--- src/rtl/vga_timing_pkg.sv ---
// vga_timing_pkg: default 640x480@60 timing, derived sync bounds, controller states and test-pattern colors.
package vga_timing_pkg;
  localparam int H_ACT = 640;
  localparam int H_FP = 16;
  localparam int H_SW = 96;
  localparam int H_BP = 48;
  localparam int V_ACT = 480;
  localparam int V_FP = 10;
  localparam int V_SH = 2;
  localparam int V_BP = 33;
  localparam int H_TOTAL = H_ACT + H_FP + H_SW + H_BP;
  localparam int V_TOTAL = V_ACT + V_FP + V_SH + V_BP;
  localparam int H_SYNC_START = H_ACT + H_FP;
  localparam int H_SYNC_END = H_SYNC_START + H_SW;
  localparam int V_SYNC_START = V_ACT + V_FP;
  localparam int V_SYNC_END = V_SYNC_START + V_SH;
  typedef enum logic {S_IDLE, S_RUN} state_t;
  localparam logic [23:0] C_WHITE = 24'hFFFFFF;
  localparam logic [23:0] C_YELLOW = 24'hFFFF00;
  localparam logic [23:0] C_CYAN = 24'h00FFFF;
  localparam logic [23:0] C_GREEN = 24'h00FF00;
  localparam logic [23:0] C_MAGENTA = 24'hFF00FF;
  localparam logic [23:0] C_RED = 24'hFF0000;
  localparam logic [23:0] C_BLUE = 24'h0000FF;
  localparam logic [23:0] C_BLACK = 24'h000000;
  // Bar 0 (leftmost) is the lowest element.
  localparam logic [7:0][23:0] C_BARS = {C_BLACK, C_BLUE, C_RED, C_MAGENTA, C_GREEN, C_CYAN, C_YELLOW, C_WHITE};
endpackage

--- src/rtl/vga_sync_counter.sv ---
// vga_sync_counter: horizontal/vertical position counters with wrap, plus active-area and sync decode.
module vga_sync_counter import vga_timing_pkg::*; #(
  parameter int P_HACT = H_ACT,
  parameter int P_H_TOTAL = H_TOTAL,
  parameter int P_H_SYNC_START = H_SYNC_START,
  parameter int P_H_SYNC_END = H_SYNC_END,
  parameter int P_VACT = V_ACT,
  parameter int P_V_TOTAL = V_TOTAL,
  parameter int P_V_SYNC_START = V_SYNC_START,
  parameter int P_V_SYNC_END = V_SYNC_END,
  parameter int P_HW = $clog2(P_H_TOTAL),
  parameter int P_VW = $clog2(P_V_TOTAL)
) (
  input  logic            i_clk,
  input  logic            i_rst_n,
  input  logic            i_run,
  input  logic            i_clr,
  output logic [P_HW-1:0] o_h_count,
  output logic [P_VW-1:0] o_v_count,
  output logic            o_active,
  output logic            o_hsync,
  output logic            o_vsync
);
  logic [P_HW-1:0] r_h;
  logic [P_VW-1:0] r_v;
  logic w_h_last;
  logic w_v_last;
  assign w_h_last = int'(r_h) == P_H_TOTAL - 1;
  assign w_v_last = int'(r_v) == P_V_TOTAL - 1;
  always_ff @(posedge i_clk or negedge i_rst_n) begin
    if (!i_rst_n) begin
      r_h <= '0;
      r_v <= '0;
    end else if (i_clr) begin
      r_h <= '0;
      r_v <= '0;
    end else if (i_run) begin
      r_h <= w_h_last ? '0 : r_h + 1'b1;
      if (w_h_last) r_v <= w_v_last ? '0 : r_v + 1'b1;
    end
  end
  assign o_h_count = r_h;
  assign o_v_count = r_v;
  assign o_active = int'(r_h) < P_HACT && int'(r_v) < P_VACT;
  assign o_hsync = int'(r_h) >= P_H_SYNC_START && int'(r_h) < P_H_SYNC_END;
  assign o_vsync = int'(r_v) >= P_V_SYNC_START && int'(r_v) < P_V_SYNC_END;
endmodule

--- src/rtl/vga_output_generator.sv ---
// vga_output_generator: VGA timing, frame-buffer read requests and latency-aligned pixel/sync/DE output.
// Define VGA_TEST_PATTERN_EN to add I_TEST_PATTERN, which replaces pixel data with eight color bars.
module vga_output_generator import vga_timing_pkg::*; #(
  parameter int P_COLUMNS = 640,
  parameter int P_ROWS = 480,
  parameter int P_PIXEL_DEPTH = 24,
  parameter int P_HACT = H_ACT,
  parameter int P_HFP = H_FP,
  parameter int P_HSW = H_SW,
  parameter int P_HBP = H_BP,
  parameter int P_VACT = V_ACT,
  parameter int P_VFP = V_FP,
  parameter int P_VSH = V_SH,
  parameter int P_VBP = V_BP,
  parameter int P_READ_LATENCY = 1
) (
  input  logic                         I_CLK,
  input  logic                         I_RESET,
  input  logic                         I_ENABLE,
`ifdef VGA_TEST_PATTERN_EN
  input  logic                         I_TEST_PATTERN,
`endif
  input  logic [P_PIXEL_DEPTH-1:0]     I_PIXEL,
  output logic [$clog2(P_COLUMNS)-1:0] O_PIXEL_COL,
  output logic [$clog2(P_ROWS)-1:0]    O_PIXEL_ROW,
  output logic                         O_PIXEL_READ_ENABLE,
  output logic [P_PIXEL_DEPTH-1:0]     O_PIX_DATA,
  output logic                         O_HSYNC,
  output logic                         O_VSYNC,
  output logic                         O_DE,
  output logic                         O_FRAME_START
);
  localparam int L = P_READ_LATENCY;
  localparam int HT = P_HACT + P_HFP + P_HSW + P_HBP;
  localparam int VT = P_VACT + P_VFP + P_VSH + P_VBP;
  localparam int HW = $clog2(HT);
  localparam int VW = $clog2(VT);
  localparam int CW = $clog2(P_COLUMNS);
  localparam int RW = $clog2(P_ROWS);
  state_t r_state;
  state_t w_state_nx;
  logic w_go;
  logic w_tp;
  logic w_rd;
  logic [HW-1:0] w_h;
  logic [VW-1:0] w_v;
  logic w_active;
  logic w_hsync;
  logic w_vsync;
  logic r_act;
  logic r_hs;
  logic r_vs;
  logic r_fs;
  logic [L:0] r_de_d;
  logic [L:0] r_hs_d;
  logic [L:0] r_vs_d;
  logic [L:0] r_fs_d;
  logic [P_PIXEL_DEPTH-1:0] r_pix;
  logic [P_PIXEL_DEPTH-1:0] w_pix_nx;
  always_ff @(posedge I_CLK or negedge I_RESET) begin
    if (!I_RESET) r_state <= S_IDLE;
    else r_state <= w_state_nx;
  end
  always_comb begin
    w_state_nx = r_state;
    w_state_nx = (r_state == S_IDLE) ? (I_ENABLE ? S_RUN : S_IDLE) : (I_ENABLE ? S_RUN : S_IDLE);
  end
  // Dropping the enable clears counters and pipeline on the same edge the FSM returns to idle.
  assign w_go = (r_state == S_RUN) && I_ENABLE;
`ifdef VGA_TEST_PATTERN_EN
  assign w_tp = I_TEST_PATTERN;
`else
  assign w_tp = 1'b0;
`endif
  assign w_rd = w_go && w_active && !w_tp;
  vga_sync_counter #(
    .P_HACT(P_HACT),
    .P_H_TOTAL(HT),
    .P_H_SYNC_START(P_HACT + P_HFP),
    .P_H_SYNC_END(P_HACT + P_HFP + P_HSW),
    .P_VACT(P_VACT),
    .P_V_TOTAL(VT),
    .P_V_SYNC_START(P_VACT + P_VFP),
    .P_V_SYNC_END(P_VACT + P_VFP + P_VSH),
    .P_HW(HW),
    .P_VW(VW)
  ) u_sync_counter (
    .i_clk(I_CLK),
    .i_rst_n(I_RESET),
    .i_run(w_go),
    .i_clr(!I_ENABLE),
    .o_h_count(w_h),
    .o_v_count(w_v),
    .o_active(w_active),
    .o_hsync(w_hsync),
    .o_vsync(w_vsync)
  );
  always_ff @(posedge I_CLK or negedge I_RESET) begin
    if (!I_RESET) begin
      r_act <= 1'b0;
      r_hs <= 1'b0;
      r_vs <= 1'b0;
      r_fs <= 1'b0;
      O_PIXEL_READ_ENABLE <= 1'b0;
      O_PIXEL_COL <= '0;
      O_PIXEL_ROW <= '0;
    end else begin
      r_act <= w_go && w_active;
      r_hs <= w_go && w_hsync;
      r_vs <= w_go && w_vsync;
      r_fs <= w_go && w_active && w_h == '0 && w_v == '0;
      O_PIXEL_READ_ENABLE <= w_rd;
      O_PIXEL_COL <= w_rd ? CW'(w_h) : '0;
      O_PIXEL_ROW <= w_rd ? RW'(w_v) : '0;
    end
  end
`ifdef VGA_TEST_PATTERN_EN
  logic [HW-1:0] r_h_rd;
  logic [HW-1:0] r_h_d [L];
  logic [2:0] w_bar;
  assign w_bar = 3'(int'(r_h_d[L-1]) / (P_HACT / 8));
  always_ff @(posedge I_CLK or negedge I_RESET) begin
    if (!I_RESET || !I_ENABLE) begin
      r_h_rd <= '0;
      for (int k = 0; k < L; k++) r_h_d[k] <= '0;
    end else begin
      r_h_rd <= w_h;
      r_h_d[0] <= r_h_rd;
      for (int k = 1; k < L; k++) r_h_d[k] <= r_h_d[k-1];
    end
  end
`endif
  // Stage L-1 of the DE line lines up with I_PIXEL answering the matching read.
  always_comb begin
    w_pix_nx = r_de_d[L-1] ? I_PIXEL : '0;
`ifdef VGA_TEST_PATTERN_EN
    if (r_de_d[L-1] && I_TEST_PATTERN) w_pix_nx = P_PIXEL_DEPTH'(C_BARS[w_bar]);
`endif
  end
  always_ff @(posedge I_CLK or negedge I_RESET) begin
    if (!I_RESET) begin
      r_de_d <= '0;
      r_hs_d <= '0;
      r_vs_d <= '0;
      r_fs_d <= '0;
      r_pix <= '0;
    end else if (!I_ENABLE) begin
      r_de_d <= '0;
      r_hs_d <= '0;
      r_vs_d <= '0;
      r_fs_d <= '0;
      r_pix <= '0;
    end else begin
      r_de_d <= {r_de_d[L-1:0], r_act};
      r_hs_d <= {r_hs_d[L-1:0], r_hs};
      r_vs_d <= {r_vs_d[L-1:0], r_vs};
      r_fs_d <= {r_fs_d[L-1:0], r_fs};
      r_pix <= w_pix_nx;
    end
  end
  assign O_DE = r_de_d[L];
  assign O_HSYNC = r_hs_d[L];
  assign O_VSYNC = r_vs_d[L];
  assign O_FRAME_START = r_fs_d[L];
  assign O_PIX_DATA = r_pix;
endmodule

--- config.mk ---
export PLATFORM = sky130hd
export DESIGN_NAME = vga_output_generator
export DESIGN_NICKNAME = d
export VERILOG_FILES = /design/src/rtl/vga_timing_pkg.sv /design/src/rtl/vga_sync_counter.sv /design/src/rtl/vga_output_generator.sv
export SDC_FILE = /design/constraint.sdc
export NUM_CORES = 1
export LEC_CHECK = 0
export CAP_MARGIN = 20
export CORE_ASPECT_RATIO = 1.25
export CORE_MARGIN = 3
export CORE_UTILIZATION = 38
export CTS_CLUSTER_SIZE = 30
export DETAILED_ROUTE_END_ITERATION = 10
export GPL_TIMING_DRIVEN = 0
export MAX_ROUTING_LAYER = met4
export PLACE_DENSITY = 0.74
export SLEW_MARGIN = 20
export SYNTH_ARGS = -nofsm -noshare
export SYNTH_HDL_FRONTEND = slang
export SYNTH_SLANG_ARGS = --single-unit
--- constraint.sdc ---
create_clock -name I_CLK -period 4.03 [get_ports I_CLK]
set_input_delay 0.806 -clock I_CLK [delete_from_list [all_inputs] [get_ports I_CLK]]
set_output_delay 0.806 -clock I_CLK [all_outputs]
set_load 0.01 [all_outputs]
=== Word-level counts from Yosys, hierarchy flattened ===
Index checks and enable logic that the tools add are counted.

* Register bits: 76
* Bits of input ports: 27
* Output and inout port bits: 48
* Logic and storage cells: 54

* $add $sub $neg: 2
* Order comparisons: 6
* Equality and inequality tests: 4
* Mux-type cells: 16
* Reductions and logical operators: 12

{| class="wikitable"
|+ Operators with widths
! cell !! count
|-
| $mux W10 || 8
|-
| $mux W24 || 2
|-
| $add A10 B1 Y10 const B || 2
|-
| $logic_not A10 Y1 || 2
|-
| $lt A10 B10 Y1 const B || 2
|-
| $lt A10 B9 Y1 const B || 2
|-
| $eq A10 B10 Y1 const B || 1
|-
| $eq A10 B9 Y1 const B || 1
|-
| $ge A10 B10 Y1 const B || 1
|-
| $ge A10 B9 Y1 const B || 1
|-
| $logic_and A1 B1 Y1 || 9
|-
| $mux W9 || 1
|-
| $mux W2 || 4
|-
| $ne A2 B1 Y1 const B || 2
|-
| $reduce_and A2 Y1 || 1
|-
| $mux W1 || 1
|}

=== Logic depth before layout (Yosys ltp) ===
* Depth in word-level cells: 5
* Depth in mapped cells: 7
* Depth with buffers taken out: 7

=== By module ===
A second synthesis with hierarchy kept.

* Cells, all modules: 262
* Area, all modules: 3,100.5 um2

{| class="wikitable"
|+ Modules (own cells, without submodules)
! module !! instances !! cells each !! area an instance (um2) !! sequential area each (um2)
|-
| vga_output_generator || 1 || 127 || 1,859.3 || 1,401.3
|-
| vga_sync_counter || 1 || 135 || 1,241.2 || 500.5
|}

=== Worst setup path after synthesis ===
No wires, ideal clock.

* Kind: reg-to-reg
* From: register u_sync_counter.r_v[0], in the netlist u_sync_counter.o_v_count[0]
* To: register u_sync_counter.r_v[9], in the netlist u_sync_counter.o_v_count[9]
* Setup time: 125 ps
* Arrival: 1,871 ps
* Required time: 3,905 ps
* Setup slack: 2,033 ps
* Stages on the path, launching flop included: 8
* Buffers on the path: 0
* Period minus slack after synthesis: 1,997 ps
* Cells stage by stage: dfrtp_1 > inv_1 > ha_1 > or4b_4 > nor4_4 > nor2_8 > a21oi_1 > mux2i_1

* Cells in the longest elaborated chain, start to end: 5
* Elaborated cells on any way between the ends: 6
* Those cells by class: add/sub: 1; eq/ne: 1; mux: 4

{| class="wikitable"
|+ RTL lines
! element !! RTL line !! RTL
|-
| start: declaration || vga_sync_counter.sv:25 || <nowiki>logic [P_VW-1:0] r_v;</nowiki>
|-
| start signal: assignment || vga_sync_counter.sv:39 || <nowiki>if (w_h_last) r_v <= w_v_last ? '0 : r_v + 1'b1;</nowiki>
|-
| $add A10 B1 Y10 or $eq A10 B10 Y1 (tied branches) || vga_sync_counter.sv:39, vga_sync_counter.sv:29 ||
|-
| $mux W10 * (2 in a row) || vga_sync_counter.sv:39 ||
|-
| $mux W10 * || vga_sync_counter.sv:37 || <nowiki>end else if (i_run) begin</nowiki>
|-
| $mux W10 * || vga_sync_counter.sv:34 || <nowiki>end else if (i_clr) begin</nowiki>
|}

Every way passes the cells marked *; elsewhere a longest branch is shown, timed or not. The select of a mux whose other input is x is not followed.
A chain may end at the register's enable or synchronous reset.

=== Final worst setup path ===
* From: input I_ENABLE
* To: register O_PIXEL_ROW[8]

* Cells in the longest elaborated chain, start to end: 3

{| class="wikitable"
|+ RTL lines
! element !! RTL line !! RTL
|-
| start: declaration || vga_output_generator.sv:19 || <nowiki>input logic I_ENABLE,</nowiki>
|-
| $logic_and A1 B1 Y1 || vga_output_generator.sv:69 || <nowiki>assign w_go = (r_state == S_RUN) && I_ENABLE;</nowiki>
|-
| $logic_and A1 B1 Y1 || vga_output_generator.sv:75 || <nowiki>assign w_rd = w_go && w_active && !w_tp;</nowiki>
|-
| $mux W9 || vga_output_generator.sv:114 || <nowiki>O_PIXEL_ROW <= w_rd ? RW'(w_v) : '0;</nowiki>
|-
| end signal: assignment || vga_output_generator.sv:114 ||
|-
| end: declaration || vga_output_generator.sv:25 || <nowiki>output logic [$clog2(P_ROWS)-1:0] O_PIXEL_ROW,</nowiki>
|}

No other way between the ends.

==> impl_metrics.env <==
export IMPL_run_status="finished, final reports clean"
export IMPL_row_count=35
export IMPL_ys_seq_elements=76
export IMPL_layout_cells_most_common="dfrtp_1"
export IMPL_pwr_share_seq=0.494
export IMPL_drt_pre_antenna_iters=4
export IMPL_synthFlopType="dfrtp_1"
export IMPL_sw_frac=0.216
export IMPL_vias=2197
export IMPL_grt_total_usage=0.155
export IMPL_setup_worst_path_class="in2reg"
export IMPL_io_buffer_count=74
export IMPL_vias_per_cell=5.00
export IMPL_ant_nets=0
export IMPL_synthDominantAreaCellType="dfrtp_1"
export IMPL_commonest_cells_after_routing_fill_and_taps_aside="dfrtp_1 (76), clkdlybuf4s50_1 (73), and3_1 (28), and2_1 (28), nand2_1 (17)"
export IMPL_critical_path_top_delay_family="buffers and inverters"
export IMPL_place_congestion=0.884
export IMPL_p_per_area_nw_per_um2=375
export IMPL_worst_endpoint_required_ns=4.30
export IMPL_die_outline_height_um=106
export IMPL_synthesis_nets=287
export IMPL_worst_hold_path_type="in2async"
export IMPL_relSlewSlack=0.633
export IMPL_post_synth_num_cell_types=42
export IMPL_drv_slew=0
export IMPL_ioPinCount=75
export IMPL_power_switching_mw=0.338
export IMPL_path_clk_slew_ns=0.09
export IMPL_core_area_um2=7620
export IMPL_grt_start_max_net_pins=53
export IMPL_final_hold_violation_count=0
export IMPL_cts_setup_buffers=0
export IMPL_synth_largest_type_area_fraction=0.621
export IMPL_start_util=0.402
export IMPL_num_antenna_cells=0
export IMPL_timing_critical_path_to_type="flip-flop"
export IMPL_globalRouteOverflowTotal=0
export IMPL_reg2reg_depth=7
export IMPL_synthesis_instances=256
export IMPL_tritoncts="done"
export IMPL_clk_latency_ns=0.34
export IMPL_ir_worst_vdd_uv=271
export IMPL_cellInternalPower_mw=1.23
export IMPL_r2r_start="u_sync_counter.o_v_count[0]$_DFFE_PN0P_"
export IMPL_p_total_mw=1.57
export IMPL_synth_edf_count=0
export IMPL_number_of_sinks_handled_by_clock_tree_synthesis=76
export IMPL_synthesis_area_um2=3060
export IMPL_path_cells="clkdlybuf4s50_1 -> clkbuf_1 -> nand2_1 -> nor4bb_1 -> clkbuf_1 -> and2_1"
export IMPL_design_die_area_um2=9170
export IMPL_critical_path_buffers_and_inverters=3
export IMPL_post_route_drc_count=0
export IMPL_path_max_fanout=10
export IMPL_timing_final_crit_share=0.636
export IMPL_synth_yosys_seq_area_share=0.621
export IMPL_route_final_wire_length_um=6470
export IMPL_cts_root_buffer="clkbuf_8"
export IMPL_finalNetCount=373
export IMPL_static_leakage_power_nw=1.93
export IMPL_comb_power_share=0.056
export IMPL_crit_path_most_repeated_cell="clkbuf_1"
export IMPL_worst_r2r_setup_slack_ns=1.81
export IMPL_crit_start="I_ENABLE"
export IMPL_die_x_um=86.3
export IMPL_crit_path_top_delay_cell="clkdlybuf4s50_1"
export IMPL_smallest_hold_slack_ns=0.348
export IMPL_hold_fix_buffers_at_cts=0
export IMPL_max_freq_ghz=0.390
export IMPL_min_period_ns=2.56
export IMPL_fin_util=0.550
export IMPL_endpoint_of_the_most_critical_register_to_register_path="u_sync_counter.o_v_count[9]$_DFFE_PN0P_"
export IMPL_drv_cap=0
export IMPL_cts_buffers_inserted=9
export IMPL_wl_per_cell_um=14.7
export IMPL_synth_async_reset_ratio=1.00
export IMPL_number_of_antenna_violations_at_the_first_check_in_global_routing=0
export IMPL_worst_setup_path_endpoint="O_PIXEL_ROW[8]$_DFF_PN0_"
export IMPL_clk_path_buf_depth=2
export IMPL_final_setup_viol_count=0
export IMPL_synthToLayoutAreaGrowth_pct=36.8
export IMPL_synth_yosys_warnings=0
export IMPL_timing_critical_path_depth=6
export IMPL_drive_gt1_frac=0.0893
export IMPL_ctsResizeCount=0
export IMPL_detailed_place_hpwl_um=4650
export IMPL_syn_area_per_cell_um2=12.0
export IMPL_clockPowerShare=0.450
export IMPL_start_kind="input pin"
export IMPL_rsz0062_at_grt="false"
export IMPL_grt_first_pass_wirelength_um=11000
export IMPL_finalClockSkew_ns=0.0116
export IMPL_max_slew_worst_pin_slew_ns=0.547
export IMPL_synthTopCellsByArea="dfrtp_1 (62%), and2_1 (5.7%), and3_1 (5.7%)"
export IMPL_cp_slowest_stage_delay_ns=0.50
export IMPL_htreeDepth=3
export IMPL_critical_path_data_arrival_time_ns=2.83
export IMPL_via_count_of_the_first_global_routing_pass=2260
export IMPL_dr_first_iter_drc_count=107
[cell usage after synthesis (2+ instances only)]
cell	instances
dfrtp_1	76
and2_1	28
and3_1	28
nand2_1	17
nand3_1	12
nor2_1	10
clkbuf_1	9
a21oi_1	5
inv_1	5
nand4_1	5
nor3_1	5
o21ai_0	5
ha_1	4
nand2b_1	4
nor4_1	4
xnor2_1	4
a21boi_0	3
mux2i_1	3
o21ai_1	3
xor2_1	3
nor2b_1	2
[area by class of cell]
class	count	area, µm²
multi-input cells	163	1050
inverters	5	18.8
clock inverters	7	123
clock buffers	9	124
flip-flops and latches	76	1900
plain buffers	12	91.3
repair buffers	75	766
well taps	92	115
fillers	642	3430
[worst reg2reg max path: stages, from the launching register on]
cell and delay, ns:
dfrtp_1 0.43, inv_1 0.14, ha_1 0.17, or4b_4 0.49
nor4_4 0.53, nor2_8 0.11, a21oi_1 0.16, mux2i_1 0.08
[through the flow]
| stage | area (µm²) | cells | setup WS (ns) | setup TNS (ns) |
|---|---|---|---|---|
| after floorplan | 3060 | 256 | 2.03 | 0 |
| after global placement | 3920 | 422 | -0.305 | -22.79 |
| after detailed placement | 3940 | 423 | 1.10 | 0 |
| after CTS | 4190 | 439 | 1.46 | 0 |
| after global routing | 4190 | 439 | 1.29 | 0 |
| final | 4190 | 439 | 1.47 | 0 |
[logic make-up after synthesis]
family	after synthesis	share of synthesized area
DFF	76	0.621
AOI/OAI and AO/OA	19	0.0372
muxes	3	0.00981
adders and majority gates	4	0.0164
buffers and inverters	17	0.0360
and+or+nand+nor	130	0.259
xor gates and xnor gates	7	0.0200
[worst min-delay path by stage]
stage | from | end | cells past startpoint
after floorplan | r_fs$_DFF_PN0_ | r_fs_d[0]$_DFF_PN0_ | 1
after global placement | r_fs$_DFF_PN0_ | r_fs_d[0]$_DFF_PN0_ | 1
after detailed placement | r_fs_d[0]$_DFF_PN0_ | r_fs_d[1]$_DFF_PN0_ | 1
after CTS | I_RESET | O_PIX_DATA[22]$_DFF_PN0_ | 1
after global routing | I_RESET | O_PIX_DATA[17]$_DFF_PN0_ | 1
final | I_RESET | O_PIX_DATA[22]$_DFF_PN0_ | 1
[state kept, by name, indices dropped and copies added (netlist names), 2 cells and up]
name	cells
O_PIX_DATA	24
O_PIXEL_ROW	9
r_fs_d	2
u_sync_counter.o_h_count	10
r_de_d	2
r_hs_d	2
O_PIXEL_COL	10
r_vs_d	2
u_sync_counter.o_v_count	10
[power groups by stage]
stage	combinational, mW	clock, mW	sequential, mW
3_3_place_gp	0.0842	0	0.791
6_report	0.0873	0.707	0.775
2_1_floorplan	0.0227	0	0.793
3_5_place_dp	0.0890	0	0.791
5_1_grt	0.0978	0.755	0.777
4_1_cts	0.0897	0.715	0.775
[per-layer routing]
metal,track usage,vias up,part of all wire
li1,-,1044,-
met1,0.186,1071,0.40
met2,0.252,71,0.51
met3,0.0349,11,0.064
met4,0.0646,0,0.024
met5,-,-,0
Note: power is estimated with default switching activity, not from simulation.
